**config.mk**
```make
export PLATFORM = sky130hd
export DESIGN_NAME = instr_fetch_queue
export DESIGN_NICKNAME = d
export VERILOG_FILES = /design/src/rtl/cpu_pkg.sv /design/src/rtl/sync_fifo.sv /design/src/rtl/instr_fetch_queue.sv
export SDC_FILE = /design/constraint.sdc
export NUM_CORES = 1
export LEC_CHECK = 0
export CAP_MARGIN = 20
export CORE_MARGIN = 1
export CORE_UTILIZATION = 40
export CTS_BUF_LIST = sky130_fd_sc_hd__clkbuf_4 sky130_fd_sc_hd__clkbuf_8
export CTS_CLUSTER_SIZE = 25
export DETAILED_ROUTE_END_ITERATION = 8
export GPL_ROUTABILITY_DRIVEN = 0
export PLACE_DENSITY = 0.71
export SLEW_MARGIN = 30
export SYNTH_ARGS = -nofsm -noshare
export SYNTH_HDL_FRONTEND = slang
export SYNTH_HIERARCHICAL = 1
export SYNTH_SLANG_ARGS = --single-unit
export TNS_END_PERCENT = 100
```
**constraint.sdc**
```tcl
create_clock -name clk -period 4.4 [get_ports clk]
set_input_delay 0.88 -clock clk [delete_from_list [all_inputs] [get_ports clk]]
set_output_delay 0.88 -clock clk [all_outputs]
set_load 0.01 [all_outputs]
```
**src/rtl/cpu_pkg.sv**
```systemverilog
// Constants shared by the fetch front end: PC step and default reset vector.
package cpu_pkg;

   localparam int unsigned PC_INC = 4;
   localparam logic [31:0] DEFAULT_RESET_PC = 32'h0000_0000;

endpackage

```
**src/rtl/sync_fifo.sv**
```systemverilog
// Single-clock FIFO, registered pointers, head visible combinationally (0-cycle read).
// Push is ignored when full, pop when empty; flush empties it on the next clock edge.
module sync_fifo #(
   parameter int unsigned WIDTH = 64,
   parameter int unsigned DEPTH = 4
) (
   input  logic                       clk,
   input  logic                       rst,
   input  logic                       flush_i,
   input  logic                       push_i,
   input  logic [WIDTH-1:0]           push_dat_i,
   input  logic                       pop_i,
   output logic [WIDTH-1:0]           head_dat_o,
   output logic [$clog2(DEPTH):0]     count_o
);

   localparam int AW = $clog2(DEPTH);

   logic [AW-1:0]    wr_ptr_q, rd_ptr_q;
   logic [AW:0]      count_q;
   logic [WIDTH-1:0] mem_q [DEPTH];
   logic             push_ok, pop_ok;

   assign push_ok    = push_i && (count_q != (AW+1)'(DEPTH));
   assign pop_ok     = pop_i && (count_q != '0);
   assign head_dat_o = mem_q[rd_ptr_q];
   assign count_o    = count_q;

   always_ff @(posedge clk or posedge rst) begin
      if (rst) begin
         wr_ptr_q <= '0;
         rd_ptr_q <= '0;
         count_q  <= '0;
      end else if (flush_i) begin
         wr_ptr_q <= '0;
         rd_ptr_q <= '0;
         count_q  <= '0;
      end else begin
         if (push_ok) wr_ptr_q <= wr_ptr_q + AW'(1);
         if (pop_ok)  rd_ptr_q <= rd_ptr_q + AW'(1);
         count_q <= count_q + (AW+1)'(push_ok) - (AW+1)'(pop_ok);
      end
   end

   // Storage needs no reset; validity is tracked by count_q alone.
   always_ff @(posedge clk) begin
      if (push_ok && !flush_i) mem_q[wr_ptr_q] <= push_dat_i;
   end

endmodule

```
**src/rtl/instr_fetch_queue.sv**
```systemverilog
// Credit-limited instruction fetcher feeding an in-order queue; response to out_valid in 1 cycle.
// Requests stall when queued + live in-flight fetches reach DEPTH; redirect flushes and drops stale responses.
module instr_fetch_queue
   import cpu_pkg::*;
#(
   parameter int unsigned         PC_WIDTH    = 32,
   parameter int unsigned         INSTR_WIDTH = 32,
   parameter int unsigned         DEPTH       = 4,
   parameter logic [PC_WIDTH-1:0] RESET_PC    = PC_WIDTH'(DEFAULT_RESET_PC)
) (
   input  logic                       clk,
   input  logic                       rst,
   output logic                       imem_req_valid,
   input  logic                       imem_req_ready,
   output logic [PC_WIDTH-1:0]        imem_req_addr,
   input  logic                       imem_rsp_valid,
   input  logic [INSTR_WIDTH-1:0]     imem_rsp_data,
   input  logic                       redirect_valid,
   input  logic [PC_WIDTH-1:0]        redirect_pc,
   output logic                       out_valid,
   input  logic                       out_ready,
   output logic [INSTR_WIDTH-1:0]     out_instr,
   output logic [PC_WIDTH-1:0]        out_pc,
   output logic [$clog2(DEPTH):0]     occupancy
);

   localparam int CW = $clog2(DEPTH) + 1;
   localparam int OW = CW + 3;
   localparam int EW = PC_WIDTH + INSTR_WIDTH;

   logic [PC_WIDTH-1:0] fetch_pc_q, fetch_pc_d;
   logic [PC_WIDTH-1:0] rsp_pc_q, rsp_pc_d;
   logic [OW-1:0]       outs_q, outs_d;
   logic [OW-1:0]       drop_q, drop_d;
   logic [OW-1:0]       live_outs;
   logic                credit_ok, req_hs, rsp_ok, enq, deq;
   logic [EW-1:0]       head_dat;

   assign live_outs = outs_q - drop_q;
   // Dropped fetches hold no queue slot, so only live ones count against the credit.
   // The all-ones check keeps outs_q from wrapping if a memory never drains dropped fetches.
   assign credit_ok = ((OW'(occupancy) + live_outs) < OW'(DEPTH)) && (outs_q != {OW{1'b1}});

   assign imem_req_valid = !rst && !redirect_valid && credit_ok;
   assign imem_req_addr  = fetch_pc_q;
   assign req_hs         = imem_req_valid && imem_req_ready;

   assign rsp_ok = imem_rsp_valid && (outs_q != '0);
   assign enq    = rsp_ok && !redirect_valid && (drop_q == '0);

   assign out_valid = (occupancy != '0) && !redirect_valid;
   assign deq       = out_valid && out_ready;
   assign out_pc    = head_dat[EW-1 -: PC_WIDTH];
   assign out_instr = head_dat[INSTR_WIDTH-1:0];

   always_comb begin
      fetch_pc_d = fetch_pc_q;
      rsp_pc_d   = rsp_pc_q;
      drop_d     = drop_q;
      outs_d     = outs_q + OW'(req_hs) - OW'(rsp_ok);
      if (redirect_valid) begin
         fetch_pc_d = redirect_pc;
         rsp_pc_d   = redirect_pc;
         drop_d     = outs_q - OW'(rsp_ok);
      end else begin
         if (req_hs) fetch_pc_d = fetch_pc_q + PC_WIDTH'(PC_INC);
         if (rsp_ok) begin
            if (drop_q != '0) drop_d   = drop_q - OW'(1);
            else              rsp_pc_d = rsp_pc_q + PC_WIDTH'(PC_INC);
         end
      end
   end

   always_ff @(posedge clk or posedge rst) begin
      if (rst) begin
         fetch_pc_q <= RESET_PC;
         rsp_pc_q   <= RESET_PC;
         outs_q     <= '0;
         drop_q     <= '0;
      end else begin
         fetch_pc_q <= fetch_pc_d;
         rsp_pc_q   <= rsp_pc_d;
         outs_q     <= outs_d;
         drop_q     <= drop_d;
      end
   end

   sync_fifo #(
      .WIDTH (EW),
      .DEPTH (DEPTH)
   ) u_queue (
      .clk        (clk),
      .rst        (rst),
      .flush_i    (redirect_valid),
      .push_i     (enq),
      .push_dat_i ({rsp_pc_q, imem_rsp_data}),
      .pop_i      (deq),
      .head_dat_o (head_dat),
      .count_o    (occupancy)
   );

   a_no_orphan_rsp: assert property (@(posedge clk) disable iff (rst)
      !(imem_rsp_valid && (outs_q == '0)));

endmodule

```
After elaboration in Yosys (flattened, before gate mapping). Memories as Yosys holds them, arrays and structs flattened. Index checks and enable logic that the tools add are counted.

Flip-flop bits (word level): 83. Bits in writable memories: 256. Input bits: 70. Memories kept: 1.

$add $sub $neg: 12. Order comparisons: 1. Eq/ne operators: 3. Muxes and demuxes: 15. Reductions and logical operators: 25.

Memories: u_queue.mem_q (words 4, bits a word 64, read ports 1, clocked after memory_dff 0, wr ports 1, line sync_fifo.sv:21) `logic [WIDTH-1:0] mem_q [DEPTH];`.

Operator list (count): $mux 32 (5); $add 32x3->32 const B (2); $mux 6 (3); $logic_and 1x1->1 (12); $reduce_bool 6->1 (2); $sub 6x1->6 (2); $reduce_bool 2->1 (5); $mux 2 (4); $add 3x6->6 (1); $add 6x1->6 (1); $logic_not 6->1 (1); $lt 6x3->1 const B (1); $ne 6x6->1 const B (1); $sub 6x1->6 const B (1); $sub 6x6->6 (1); $add 2x1->2 const B (2); $reduce_and 2->1 (2); $add 3x1->3 (1); $mux 3 (1); $ne 3x3->1 const B (1); $reduce_bool 3->1 (1); $sub 3x1->3 (1); $logic_not 1->1 (2); $mux 1 (2); $ne 2x2->1 const B (1).

Longest topological paths before layout.
Depth after elaboration: 8. Depth in mapped cells: 20. Depth with buffers taken out: 18.

By module. The synthesis kept the hierarchy.

Modules (own cells, without submodules): sync_fifo (instances 1, cells each 380, area each 9693.0 um^2); instr_fetch_queue (instances 1, cells each 527, area each 4773.3 um^2).

Worst setup path before layout. OpenSTA, ideal clock, no wires.

Path kind: in2reg. From: input port redirect_valid. To: memory u_queue.mem_q[0][0] (enable). Library setup time: 0.429 ns. Arrival time: 3.363 ns. Path slack: 0.608 ns. Stages: 7. Path through: clkbuf_1 > clkbuf_1 > clkbuf_1 > nor2_1 > nand2b_1 > a21oi_1 > and2_1.

Word-level cells in the longest chain between the ends: 7.

RTL lines: from (decl) (line instr_fetch_queue.sv:18) `input logic redirect_valid,`; $logic_not 1->1 (line instr_fetch_queue.sv:49) `assign enq = rsp_ok && !redirect_valid && (drop_q == '0);`; $logic_and 1x1->1 (2 in series) (line instr_fetch_queue.sv:49); via enq (line instr_fetch_queue.sv:36) `logic credit_ok, req_hs, rsp_ok, enq, deq;`; $logic_and 1x1->1 (line sync_fifo.sv:24) `assign push_ok = push_i && (count_q != (AW+1)'(DEPTH));`; $logic_and 1x1->1 (line sync_fifo.sv:47) `if (push_ok && !flush_i) mem_q[wr_ptr_q] <= push_dat_i;`; $mux 1 (line sync_fifo.sv:47); $mux 1 (not written as such) (line sync_fifo.sv:47); to (decl) (line sync_fifo.sv:21).

The timed path passes the listed nets, and every way through them passes these cells.

Worst setup path after layout.
From: register u_queue.count_q[1] (netlist: u_queue/count_o[1]). To: output port imem_req_valid.

Word-level cells in the longest chain between the ends: 4.

RTL lines: from (decl) (line sync_fifo.sv:20) `logic [AW:0] count_q;`; from (signal assigned) (line sync_fifo.sv:41) `count_q <= count_q + (AW+1)'(push_ok) - (AW+1)'(pop_ok);`; $add 3x6->6 (line instr_fetch_queue.sv:42) `assign credit_ok = ((OW'(occupancy) + live_outs) < OW'(DEPTH)) && (outs_q != {OW{1'b1}});`; $lt 6x3->1 (line instr_fetch_queue.sv:42); $logic_and 1x1->1 (line instr_fetch_queue.sv:42); $logic_and 1x1->1 (line instr_fetch_queue.sv:44) `assign imem_req_valid = !rst && !redirect_valid && credit_ok;`; to (decl) (line instr_fetch_queue.sv:13) `output logic imem_req_valid,`.

No other way between the ends.

==> results.yml <==
status:
  run_status: "complete, no violations"
logic_synthesis:
  proportion_of_synthesized_chip_area_in_sequential_cells_pct: 67.50
  netlist_area_sq_um: 14470
  yosys-top-cells-area: "edfxtp_1, dfrtp_1, mux4_2"
  ys_async_sr_fraction_pct: 24.48
  netlist-cell-type-count: 58
  yosysWarnings: 6
  syn_avg_cell_area_sq_um: 15.95
  synth_edf_count: 256
  postSynthCellCount: 907
  ys_dominant_reg_cell: "edfxtp_1"
  synthDominantAreaCellType: "edfxtp_1"
  yosys.area.top_type_share_pct: 53.14
  syn-num-nets: 1012
  ys_ff_latch: 339
floorplanning:
  core-area_sq_um: 35570
  horizontal_die_dimension_um: 192.2
  core.rowCount: 69
  num_io_pins: 171
  die_outline_height_um: 192.2
  initial_utilization_pct: 40.67
  floorplan.die_area_sq_um: 36930
power_and_ir_drop:
  cellInternalPower_mw: 5.580
  sw_power_mw: 2.130
  ir_worst_vdd_mv: 0.3514
  switching_power_as_a_share_of_total_power_pct: 27.63
  comb_power_share_pct: 17.9
  power.static_leakage_nw: 6.206
  pwr-share-clk_pct: 32.4
  power.sequential.fraction_pct: 49.7
  power_per_cell_area_nw_per_um2: 432.9
clock_network:
  cts_tree: "built"
  clock_tree.buffer_depth: 3
  library_cell_used_as_clock_root_buffer: "clkbuf_8"
  cts.sinks: 339
  insertion_delay_ns: 0.57
  post-cts-setup-buffer-count: 0
  numCtsBuffers: 54
  path_clk_slew_ns: 0.06
  post_cts_resize_count: 0
  cts-hold-fix-buffers: 0
  cts_htree_levels: 2
flow_run:
  max_cap_viol: 0
place:
  dpl.cell_count: 1524
  post_dp_hpwl_um: 20970
  place_worst_setup_slack_ns: 0.6051
  io_buffers: 170
critical_path:
  start_kind: "register"
  critPathLaunch: "u_queue/count_o[1]"
  critical_path_buf_inv_count: 3
  critPathMaxStageDelay_ns: 0.54
  timing_worst_setup_path_type: "register to primary output"
  rr_worst_depth: 18
  crit_slowest_cell: "fa_1"
  path_depth: 9
  timing.reg2reg.setup_slack_ns: 0.61
  regToRegStartpoint: "u_queue/count_o[1]"
  critical_path.top_delay_family: "adder cells"
  worst_ep_required_time_ns: 3.52
  critical_path_arrival_ns: 3.23
  worst_setup_path_end_kind: "primary output"
  r2r-end: "outs_q[4]"
  crit_path_cell_trace: "inv_1 > fa_1 > inv_1 > ha_1 > nand3b_1 > nor2b_1 > o22ai_1 > and3_1 > clkdlybuf4s50_1"
  setup.worst_path.end: "imem_req_valid"
  critical_path.max_fanout: 8
  most_frequent_cell_on_the_critical_path: "inv_1"
sta:
  final.min_clock_period_ns: 4.112
  hold_violations: 0
  max_slew_margin_pct: 36.90
  number_of_endpoints_failing_setup_at_the_final_stage: 0
  fin_crit_sh_pct: 93.46
  achievable-frequency_mhz: 243.2
  grt_setup_unrepaired: "false"
  slew_viol_final: 0
  postLayoutSetupSlackWorst_ns: 0.2877
  worst_hold_slack_ns: 0.5282
  fin_worst_skew_ns: 0.01879
  setup_total_negative_slack_ns: 0
  timing_worst_slew_pin_value_ns: 0.9465
routing:
  postRouteWirelength_um: 31480
  remaining_routing_drc_violations: 0
  dr.first_iter.drc_count: 501
  postRouteAntennaNets: 0
  vias_per_cell: 5.255
  dr_total_vias: 8529
  average_wire_length_per_cell_after_detail_routing_um: 19.40
  drt-pass1-iter-count: 4
final_layout:
  sequential_cell_area_sq_um: 9769
  final_net_count: 1224
  count_of_inserted_antenna_diode_cells: 0
  n_fill_cell: 3013
  multi_input_comb_area_sq_um: 4327
  layout_cells_sized_above_1_pct: 16.44
  final_cell_mix: "edfxtp_1, clkdlybuf4s50_1, dfrtp_1, nand2_1, mux4_2"
  instances_no_fill: 1623
  mostFrequentLayoutCell: "edfxtp_1"
  finish.utilization_pct: 50.07
  area.growth.synth_to_final_pct: 23.12
global_routing:
  initial_antenna_violation_count: 0
  first_global_vias: 8717
  gr-usage-all-layers_pct: 17.13
  largest_net_degree_at_the_start_of_global_routing: 71
  grt_first_pass_wirelength_um: 48230
  gr-total-overflow: 0
hold_path:
  hold_path.class: "register to register"
## registers in the layout, indices dropped and copies added (netlist names)
signal,cells
u_queue/mem_q,256
imem_req_addr,32
rsp_pc_q,32
drop_q,6
outs_q,6
u_queue/count_o,3
u_queue/rd_ptr_q,2
u_queue/wr_ptr_q,2
## cell usage after synthesis (all sizes together) (6+ instances only)
cell / n
edfxtp: 256
dfrtp: 83
nand2: 65
mux4: 64
inv: 48
o21ai: 36
nand3: 34
ha: 31
xor2: 28
nor2: 27
xnor2: 22
nand4: 20
a21oi: 19
buf: 19
nor3: 18
clkbuf: 15
and3: 12
a221o: 9
and4: 9
o211ai: 9
a21o: 8
and2: 8
or3: 7
a31oi: 6
## cells by family after synthesis
logic type / Yosys count / synth area share, %
xor gates and xnor gates: 50 / 3.027
muxes: 71 / 10.48
DFF: 339 / 67.50
adders and majority gates: 35 / 3.235
and+or+nand+nor: 220 / 8.156
buffers and inverters: 83 / 2.664
AOI/OAI and AO/OA: 109 / 4.939
## layout make-up
type / instances / area share (%)
Tap cell: 461 / 3.239
Clock buffer: 72 / 5.037
Clock inverter: 27 / 0.6814
Sequential cell: 339 / 54.85
Timing Repair Buffer: 190 / 10.86
Multi-Input combinational cell: 485 / 24.29
Inverter: 49 / 1.040
## power groups by stage
| stage | Combinational, mW | Sequential, mW | Clock, mW |
|---|---|---|---|
| after floorplan | 0.891 | 3.85 | 0 |
| after global placement | 1.33 | 3.88 | 0 |
| after detailed placement | 1.36 | 3.89 | 0 |
| after CTS | 1.37 | 3.83 | 2.57 |
| after global routing | 1.54 | 3.86 | 2.70 |
| final | 1.38 | 3.83 | 2.50 |
## metal layers
layer	part of all wire [%]	vias to the layer above	track usage, %
li1	-	3925	-
met1	44	4260	23.76
met2	47	298	27.27
met3	7.1	46	3.618
met4	1.7	0	4.694
met5	0	-	0
## through the flow
| step | power (mW) | instance area (sq um) |
|---|---|---|
| after floorplan | 4.740 | 14470 |
| final | 7.710 | 17810 |
| after CTS | 7.777 | 17810 |
| after detailed placement | 5.250 | 16790 |
| after global placement | 5.212 | 16790 |
| after global routing | 8.101 | 17810 |
## worst min-delay path by stage
stage                                start              endpoint  slack, ns  cells after the start
after global placement        rsp_pc_q[12]  u_queue/mem_q[3][44]       0.50                      0
after global routing      imem_req_addr[0]      imem_req_addr[0]       0.56                      2
after detailed placement      rsp_pc_q[12]  u_queue/mem_q[3][44]       0.52                      0
after floorplan                rsp_pc_q[0]  u_queue/mem_q[0][32]       0.48                      0
after CTS                     rsp_pc_q[12]  u_queue/mem_q[1][44]       0.53                      0
final                         rsp_pc_q[12]  u_queue/mem_q[3][44]       0.53                      0
Power figures use the tool's default switching activity.
